## config.mk

```make
export PLATFORM = sky130hd
export DESIGN_NAME = uart_host_master
export DESIGN_NICKNAME = d
export VERILOG_FILES = /design/src/rtl/uart_host_master.sv
export SDC_FILE = /design/constraint.sdc
export NUM_CORES = 1
export LEC_CHECK = 0
export BUFFER_PORTS_ARGS = -buffer_cell sky130_fd_sc_hd__buf_2
export CORE_MARGIN = 2
export CORE_UTILIZATION = 52
export CTS_CLUSTER_SIZE = 12
export DETAILED_ROUTE_END_ITERATION = 8
export HOLD_SLACK_MARGIN = 0.02
export PLACE_DENSITY = 0.86
export SYNTH_ARGS = -nofsm -noshare
export SYNTH_HDL_FRONTEND = slang
export SYNTH_SLANG_ARGS = --single-unit
```

## constraint.sdc

```tcl
create_clock -name clk -period 2.53 [get_ports clk]
set_input_delay 0.6325 -clock clk [delete_from_list [all_inputs] [get_ports clk]]
set_output_delay 0.6325 -clock clk [all_outputs]
set_load 0.01 [all_outputs]
```

## src/rtl/uart_host_master.sv

```systemverilog
`default_nettype none
// ============================================================================
// Module   : uart_host_master
// Brief    : Register-bus initiator for a 16550 register file. Programs the
//            divisor (through DLAB), LCR, FCR and IER after a start request,
//            then polls LSR and moves bytes between RBR/THR and two
//            valid/ready streams.
// Revision : 1.0 - initial release
// ============================================================================
module uart_host_master (
  input  logic        clk,
  input  logic        rst,
  input  logic        start,
  input  logic [15:0] divisor,
  input  logic [7:0]  lcr_cfg,
  input  logic [7:0]  fcr_cfg,
  input  logic [7:0]  ier_cfg,
  input  logic        tx_valid,
  input  logic [7:0]  tx_data,
  output logic        tx_ready,
  input  logic        rx_ready,
  output logic        rx_valid,
  output logic [7:0]  rx_data,
  output logic        cs,
  output logic        wr,
  output logic        rd,
  output logic [2:0]  addr,
  output logic [7:0]  wdata,
  input  logic [7:0]  rdata,
  output logic        cfg_done
);

  // 16550 register offsets used by this initiator
  localparam logic [2:0] ADDR_DATA = 3'd0;  // RBR / THR / DLL
  localparam logic [2:0] ADDR_IER  = 3'd1;  // IER / DLM
  localparam logic [2:0] ADDR_FCR  = 3'd2;
  localparam logic [2:0] ADDR_LCR  = 3'd3;
  localparam logic [2:0] ADDR_LSR  = 3'd5;
  localparam int         LSR_DR    = 0;
  localparam int         LSR_THRE  = 5;

  typedef enum logic [3:0] {
    IDLE    = 4'd0,
    CFG0    = 4'd1,
    CFG1    = 4'd2,
    CFG2    = 4'd3,
    CFG3    = 4'd4,
    CFG4    = 4'd5,
    CFG5    = 4'd6,
    RUN_LSR = 4'd7,
    RUN_RBR = 4'd8,
    RUN_THR = 4'd9,
    GAP     = 4'd10
  } state_t;

  state_t      state, state_d;
  state_t      gap_next, gap_next_d;  // where a non-poll gap continues
  logic        poll_gap, poll_gap_d;  // gap follows an LSR read: make a decision
  logic [7:0]  lsr_q;
  logic [15:0] div_q;
  logic [6:0]  lcr_q;                 // bit7 is forced per write, never stored
  logic [7:0]  fcr_q;
  logic [7:0]  ier_q;
  logic        accept_start;
  logic        take_tx;
  logic [6:0]  lcr_src;
  logic        cs_d;
  logic        wr_d;
  logic [2:0]  addr_d;
  logic [7:0]  wdata_d;
  logic        unused_bits;

  // Only DR and THRE steer the poll loop; LCR bit7 is supplied by the sequence.
  assign unused_bits = ^{lsr_q[7:6], lsr_q[4:1], lcr_cfg[7]};

  // Next-state logic: every access state is followed by one GAP cycle
  always_comb begin
    state_d      = state;
    gap_next_d   = gap_next;
    poll_gap_d   = poll_gap;
    accept_start = 1'b0;
    take_tx      = 1'b0;
    unique case (state)
      IDLE: begin
        if (start) begin
          state_d      = CFG0;
          accept_start = 1'b1;
        end
      end
      CFG0:    begin state_d = GAP; gap_next_d = CFG1;    poll_gap_d = 1'b0; end
      CFG1:    begin state_d = GAP; gap_next_d = CFG2;    poll_gap_d = 1'b0; end
      CFG2:    begin state_d = GAP; gap_next_d = CFG3;    poll_gap_d = 1'b0; end
      CFG3:    begin state_d = GAP; gap_next_d = CFG4;    poll_gap_d = 1'b0; end
      CFG4:    begin state_d = GAP; gap_next_d = CFG5;    poll_gap_d = 1'b0; end
      CFG5:    begin state_d = GAP; gap_next_d = RUN_LSR; poll_gap_d = 1'b0; end
      RUN_LSR: begin state_d = GAP; gap_next_d = RUN_LSR; poll_gap_d = 1'b1; end
      RUN_RBR,
      RUN_THR: begin state_d = GAP; gap_next_d = RUN_LSR; poll_gap_d = 1'b0; end
      GAP: begin
        if (poll_gap) begin
          // Restart beats RX, RX beats TX; a data access always needs a fresh poll.
          if (start) begin
            state_d      = CFG0;
            accept_start = 1'b1;
          end else if (lsr_q[LSR_DR] && rx_ready) begin
            state_d = RUN_RBR;
          end else if (lsr_q[LSR_THRE] && tx_valid) begin
            state_d = RUN_THR;
            take_tx = 1'b1;
          end else begin
            state_d = RUN_LSR;
          end
        end else begin
          state_d = gap_next;
        end
      end
      default: state_d = IDLE;
    endcase
  end

  // Bus values for the cycle being entered; CFG0 can follow start directly,
  // so it takes LCR from the input while the capture register is loading.
  always_comb begin
    lcr_src = accept_start ? lcr_cfg[6:0] : lcr_q;
    cs_d    = 1'b0;
    wr_d    = 1'b0;
    addr_d  = 3'd0;
    wdata_d = 8'h00;
    unique case (state_d)
      CFG0:    begin cs_d = 1'b1; wr_d = 1'b1; addr_d = ADDR_LCR;  wdata_d = {1'b1, lcr_src}; end
      CFG1:    begin cs_d = 1'b1; wr_d = 1'b1; addr_d = ADDR_DATA; wdata_d = div_q[7:0];      end
      CFG2:    begin cs_d = 1'b1; wr_d = 1'b1; addr_d = ADDR_IER;  wdata_d = div_q[15:8];     end
      CFG3:    begin cs_d = 1'b1; wr_d = 1'b1; addr_d = ADDR_LCR;  wdata_d = {1'b0, lcr_q};   end
      CFG4:    begin cs_d = 1'b1; wr_d = 1'b1; addr_d = ADDR_FCR;  wdata_d = fcr_q;           end
      CFG5:    begin cs_d = 1'b1; wr_d = 1'b1; addr_d = ADDR_IER;  wdata_d = ier_q;           end
      RUN_LSR: begin cs_d = 1'b1; addr_d = ADDR_LSR;  end
      RUN_RBR: begin cs_d = 1'b1; addr_d = ADDR_DATA; end
      // RUN_THR is entered only on the handshake edge, so tx_data is the byte taken
      RUN_THR: begin cs_d = 1'b1; wr_d = 1'b1; addr_d = ADDR_DATA; wdata_d = tx_data;   end
      default: ;
    endcase
  end

  assign tx_ready = take_tx & ~rst;

  // State, capture and bus registers
  always_ff @(posedge clk) begin
    if (rst) begin
      state    <= IDLE;
      gap_next <= IDLE;
      poll_gap <= 1'b0;
      lsr_q    <= 8'h00;
      div_q    <= 16'h0000;
      lcr_q    <= 7'h00;
      fcr_q    <= 8'h00;
      ier_q    <= 8'h00;
      cs       <= 1'b0;
      wr       <= 1'b0;
      rd       <= 1'b0;
      addr     <= 3'd0;
      wdata    <= 8'h00;
      rx_valid <= 1'b0;
      rx_data  <= 8'h00;
      cfg_done <= 1'b0;
    end else begin
      state    <= state_d;
      gap_next <= gap_next_d;
      poll_gap <= poll_gap_d;
      if (accept_start) begin
        div_q <= divisor;
        lcr_q <= lcr_cfg[6:0];
        fcr_q <= fcr_cfg;
        ier_q <= ier_cfg;
      end
      if (state == RUN_LSR) lsr_q <= rdata;
      if (state == RUN_RBR) rx_data <= rdata;
      rx_valid <= (state == RUN_RBR);
      if (accept_start) cfg_done <= 1'b0;
      else if (state_d == RUN_LSR) cfg_done <= 1'b1;
      cs    <= cs_d;
      wr    <= wr_d;
      rd    <= cs_d & ~wr_d;
      addr  <= addr_d;
      wdata <= wdata_d;
    end
  end

endmodule
`default_nettype wire

```

======== Word-level counts from Yosys, hierarchy flattened ========
Index checks and enable logic that the tools add are counted.
word-level totals
  register bits after elaboration ......... 78
  input bits .............................. 61
  logic and storage cells ................. 73
cells by class
  eq/ne operators ......................... 19
  muxes and demuxes ....................... 21
  bitwise gates (word level) .............. 4
  reduce and logical (&&, ||, !) cells .... 13
operator list
  operator                                                               count
  8-bit case mux with 7 select lines                                     1
  4-bit by 3-bit equality test with 1-bit output, second input constant  8
  4-bit case mux with 6 select lines                                     1
  4-bit equality test, second input constant                             5
  4-bit two-way mux                                                      5
  9-bit OR reduction                                                     2
  4-bit by 2-bit equality test with 1-bit output, second input constant  4
  3-bit case mux with 4 select lines                                     1
  4-bit case mux with 3 select lines                                     1
  1-bit two-way mux                                                      9
  4-bit by 1-bit equality test with 1-bit output, second input constant  2
  8-bit OR reduction                                                     1
  7-bit two-way mux                                                      1
  7-bit OR reduction                                                     1
  6-bit nonzero test                                                     1
  2-bit OR reduction                                                     3
  4-bit zero test                                                        1
  1-bit case mux with 2 select lines                                     2
  4-bit OR reduction                                                     1
  1-bit AND                                                              2
  1-bit logical AND                                                      2
  1-bit NOT                                                              2
  2-bit nonzero test                                                     1

======== Logic depth before layout (Yosys ltp) ========
  depth after elaboration ................. 11
  mapped depth ............................ 9

======== Worst setup path after synthesis ========
No wires, ideal clock.
  kind .................................... reg-to-output
  from .................................... reg state[2]
  to ...................................... out tx_ready
  arrival ................................. 1701 ps
  required time ........................... 1898 ps
  path slack .............................. 196 ps
  cell stages (with the launch flop) ...... 6
  cell sequence ........................... dfxtp_1 -> buf_2 -> nand4bb_1 -> buf_2 -> a2111oi_2 -> nor2b_1
on the way
  word-level cells in the longest chain between the ends .. 3
ends and longest elaborated chain
  element                 line  text
  from (decl)             56    state_t state, state_d;
  from (signal assigned)  166   state <= state_d;
  4-bit equality test     83    unique case (state)
  1-bit two-way mux       83
  1-bit AND               144   assign tx_ready = take_tx & ~rst;
  to (decl)               20    output logic tx_ready,
No other way between the ends.

======== Final worst setup path ========
  from .................................... reg poll_gap
  to ...................................... out tx_ready
on the way
  word-level cells in the longest chain between the ends .. 3
ends and longest elaborated chain
  element                 line  text
  from (decl)             58    logic poll_gap, poll_gap_d;
  from (signal assigned)  168   poll_gap <= poll_gap_d;
  1-bit two-way mux       100   if (poll_gap) begin
  1-bit two-way mux       83
  1-bit AND               144
No other way between the ends.

==> qor.yml <==
route:
  vias: 3010
  routed.top_layer: "met4"
  wire_per_inst_um: 14.7
  drt-initial-drc-count: 261
  wl_met2_um: 3850
  drt_pass1_iterations: 6
  drc: 0
  drtAntennaViolNets: 0
  dr_wl_met3_um: 682
  viasPerCell: 5.51
  wl_met1_um: 3330
  routed_wl_um: 8040
layout:
  drive_gt1_share_pct: 28.2
  stdcell_area_um2: 3870
  post-route-util_pct: 65.8
  nNetsFinal: 527
  layout_commonest_cell: "nand2_1"
  area_growth_pct: 22.8
  n_antenna_cell: 0
  final_cell_mix: "nand2_1, buf_2, dfxtp_1, a21oi_1, nor2_1"
synth:
  synthArstFlopShare_pct: 0
  synthTopCellsByArea: "dfxtp_1, nand2_1, a21oi_1, mux2i_1, nor2_1"
  synth_top_area_share_pct: 46.3
  yosysUniqueCellTypes: 46
  synth_nets: 441
  yosys.area.top_type: "dfxtp_1"
  ys_ff_latch: 73
  yosys_warnings: 0
  syn_area_um2: 3160
  syn_inst: 380
  synth_area_per_cell_um2: 8.31
  synth_flop_cell: "dfxtp_1"
  ys_seq_area_share_pct: 46.3
  synth_edf_count: 0
timing:
  finalHoldViolations: 0
  grt_setup_unrepaired: "no"
  setup_viol: 0
  finalCritPeriodShare_pct: 95.8
  clock_skew_ps: 11.1
  period_minus_slack_ps: 2420
  slew_headroom_pct: 46.0
  drv_slew: 0
  fin_tns_setup_ps: 0
  max_clock_freq_ghz: 0.413
  worstMarginPinSlew_ps: 804
min_path:
  holdPathStages: 2
  whs_endpoint: "div_q[7]"
  min_path_type: "register to register"
  worstHoldStart: "div_q[7]"
grt:
  grt_pass1_wl_um: 13200
  grt_pass1_vias: 2844
  grt_max_degree: 33
  antenna_found_initial: 0
  overflow: 0
  grt_use_total_pct: 26.1
setup_path:
  required_ps: 1900
  reg2reg_slack_ps: 270
  r2r_end: "wdata[1]"
  max_stage_delay_ps: 510
  end_kind: "output pin"
  reg2reg_from: "state[0]"
  crit_chain: "nand2b_1 > a2111oi_4 > nor2b_1 > buf_2"
  crit_type: "register to output pin"
  worstSetupStartpointType: "register"
  critPathSlowestCell: "dfxtp_1"
  path_max_fanout: 11
  crit_arrival_ps: 1790
  ff2ff_path_depth: 7
power_and_ir_drop:
  p_total_uw: 3290
  ir_drop_mv: 0.507
  p_leak_uw: 0.00160
  power_density_nw_per_um2: 848
run:
  cap_violations: 0
floorplan:
  rows: 28
  fp.coreArea_um2: 5890
  die_area_um2: 6710
  die_w_um: 81.9
  die_y_um: 81.9
  initial_core_util_pct: 53.6
  io_pins: 86
status:
  status: "completed"
placement:
  dpl.hpwl_um: 5760
  port_buffers: 84
  place.gp.congestion: 0.956
  place_area_um2: 3670
cts:
  path_clk_slew_ps: 70
  cts_tree: "yes"
  cts_buffer_depth: 2
  worst_skew_pair.late_latency_ps: 350
  post_cts_buffers: 0
  cts-buffers-inserted: 9
  htree_levels: 3
  cts_root_buffer: "clkbuf_8"
  clock-sinks: 73
==> registers in the layout, summed over array words and instances, names as in the netlist, 2 cells and up <==
| register | flops |
|---|---|
| gap_next | 3 |
| wdata | 8 |
| rx_data | 8 |
| fcr_q | 8 |
| addr | 3 |
| state | 4 |
| lcr_q | 7 |
| lsr_q | 2 |
| div_q | 16 |
| ier_q | 8 |
==> layout make-up <==
class	instances	area (um^2)
Fill cell	496	2010
Inverter	3	11.3
Multi-Input combinational cell	278	1580
Timing Repair Buffer	101	548
Clock inverter	4	26.3
Sequential cell	73	1460
Clock buffer	12	155
Tap cell	75	93.8
==> cell usage after synthesis (2+ instances only) <==
master     instances
a2bb2oi_1          2
a31oi_1            2
nand2_1          105
a21oi_1           52
o211ai_1           2
o21ai_0            5
a21oi_2            5
nand2b_1           5
o211a_1            8
nor3_1             4
a2111oi_2          2
and2_1             3
nor2b_1            5
clkbuf_1          16
a22oi_1            8
buf_4              2
nand3_1            3
inv_1              3
o2bb2ai_1          6
nor2_1            22
dfxtp_1           73
nand4_1            2
mux2i_1           15
buf_2              7
a22o_1             2
==> power by group <==
group          switching [uW]  total [uW]  internal, uW
Combinational             597        1020           421
Clock                     433         843           410
Sequential                121        1430          1300
==> worst max-delay path: cells and delay by family, from the launching register on <==
kind / cells / cell delay [ps]
flops: 1 / 510
simple gates: 2 / 390
compound gates: 1 / 410
buf+inv: 1 / 130
==> worst max-delay path by stage <==
stage                     slack [ps]      from       end
final                            110  poll_gap  tx_ready
after global routing              50  poll_gap  tx_ready
after CTS                         30  state[0]  tx_ready
after detailed placement         140     start  tx_ready
after global placement           160     start  tx_ready
after floorplan                  200  state[2]  tx_ready
==> what timing repair did <==
item	in CTS	in global routing
hold endpoints to repair	0	0
gates cloned	0	0
gates resized for setup	3	1
hold buffers	0	0
setup endpoints to repair	1	1
pin swaps	0	1
==> routing by layer <==
layer / vias to the layer above / track usage, %
met1: 1349 / 32.0
met5: - / 0
met4: 0 / 11.2
met2: 154 / 42.7
met3: 20 / 7.36
li1: 1487 / -
==> per-stage QoR <==
step | hold slack (ps) | instances | worst slack (ps)
final | 455 | 546 | 107
after global routing | 476 | 546 | 48.4
after CTS | 453 | 546 | 31.6
after detailed placement | 443 | 530 | 144
after global placement | 439 | 530 | 157
after floorplan | 432 | 380 | 196
==> logic make-up after synthesis <==
group                  synth area share [%]
AOI/OAI and AO/OA                      23.4
buffers and inverters                  4.32
and+or+nand+nor                        20.9
DFF                                    46.3
muxes                                  5.11
Note: power is estimated with default switching activity, not from simulation.
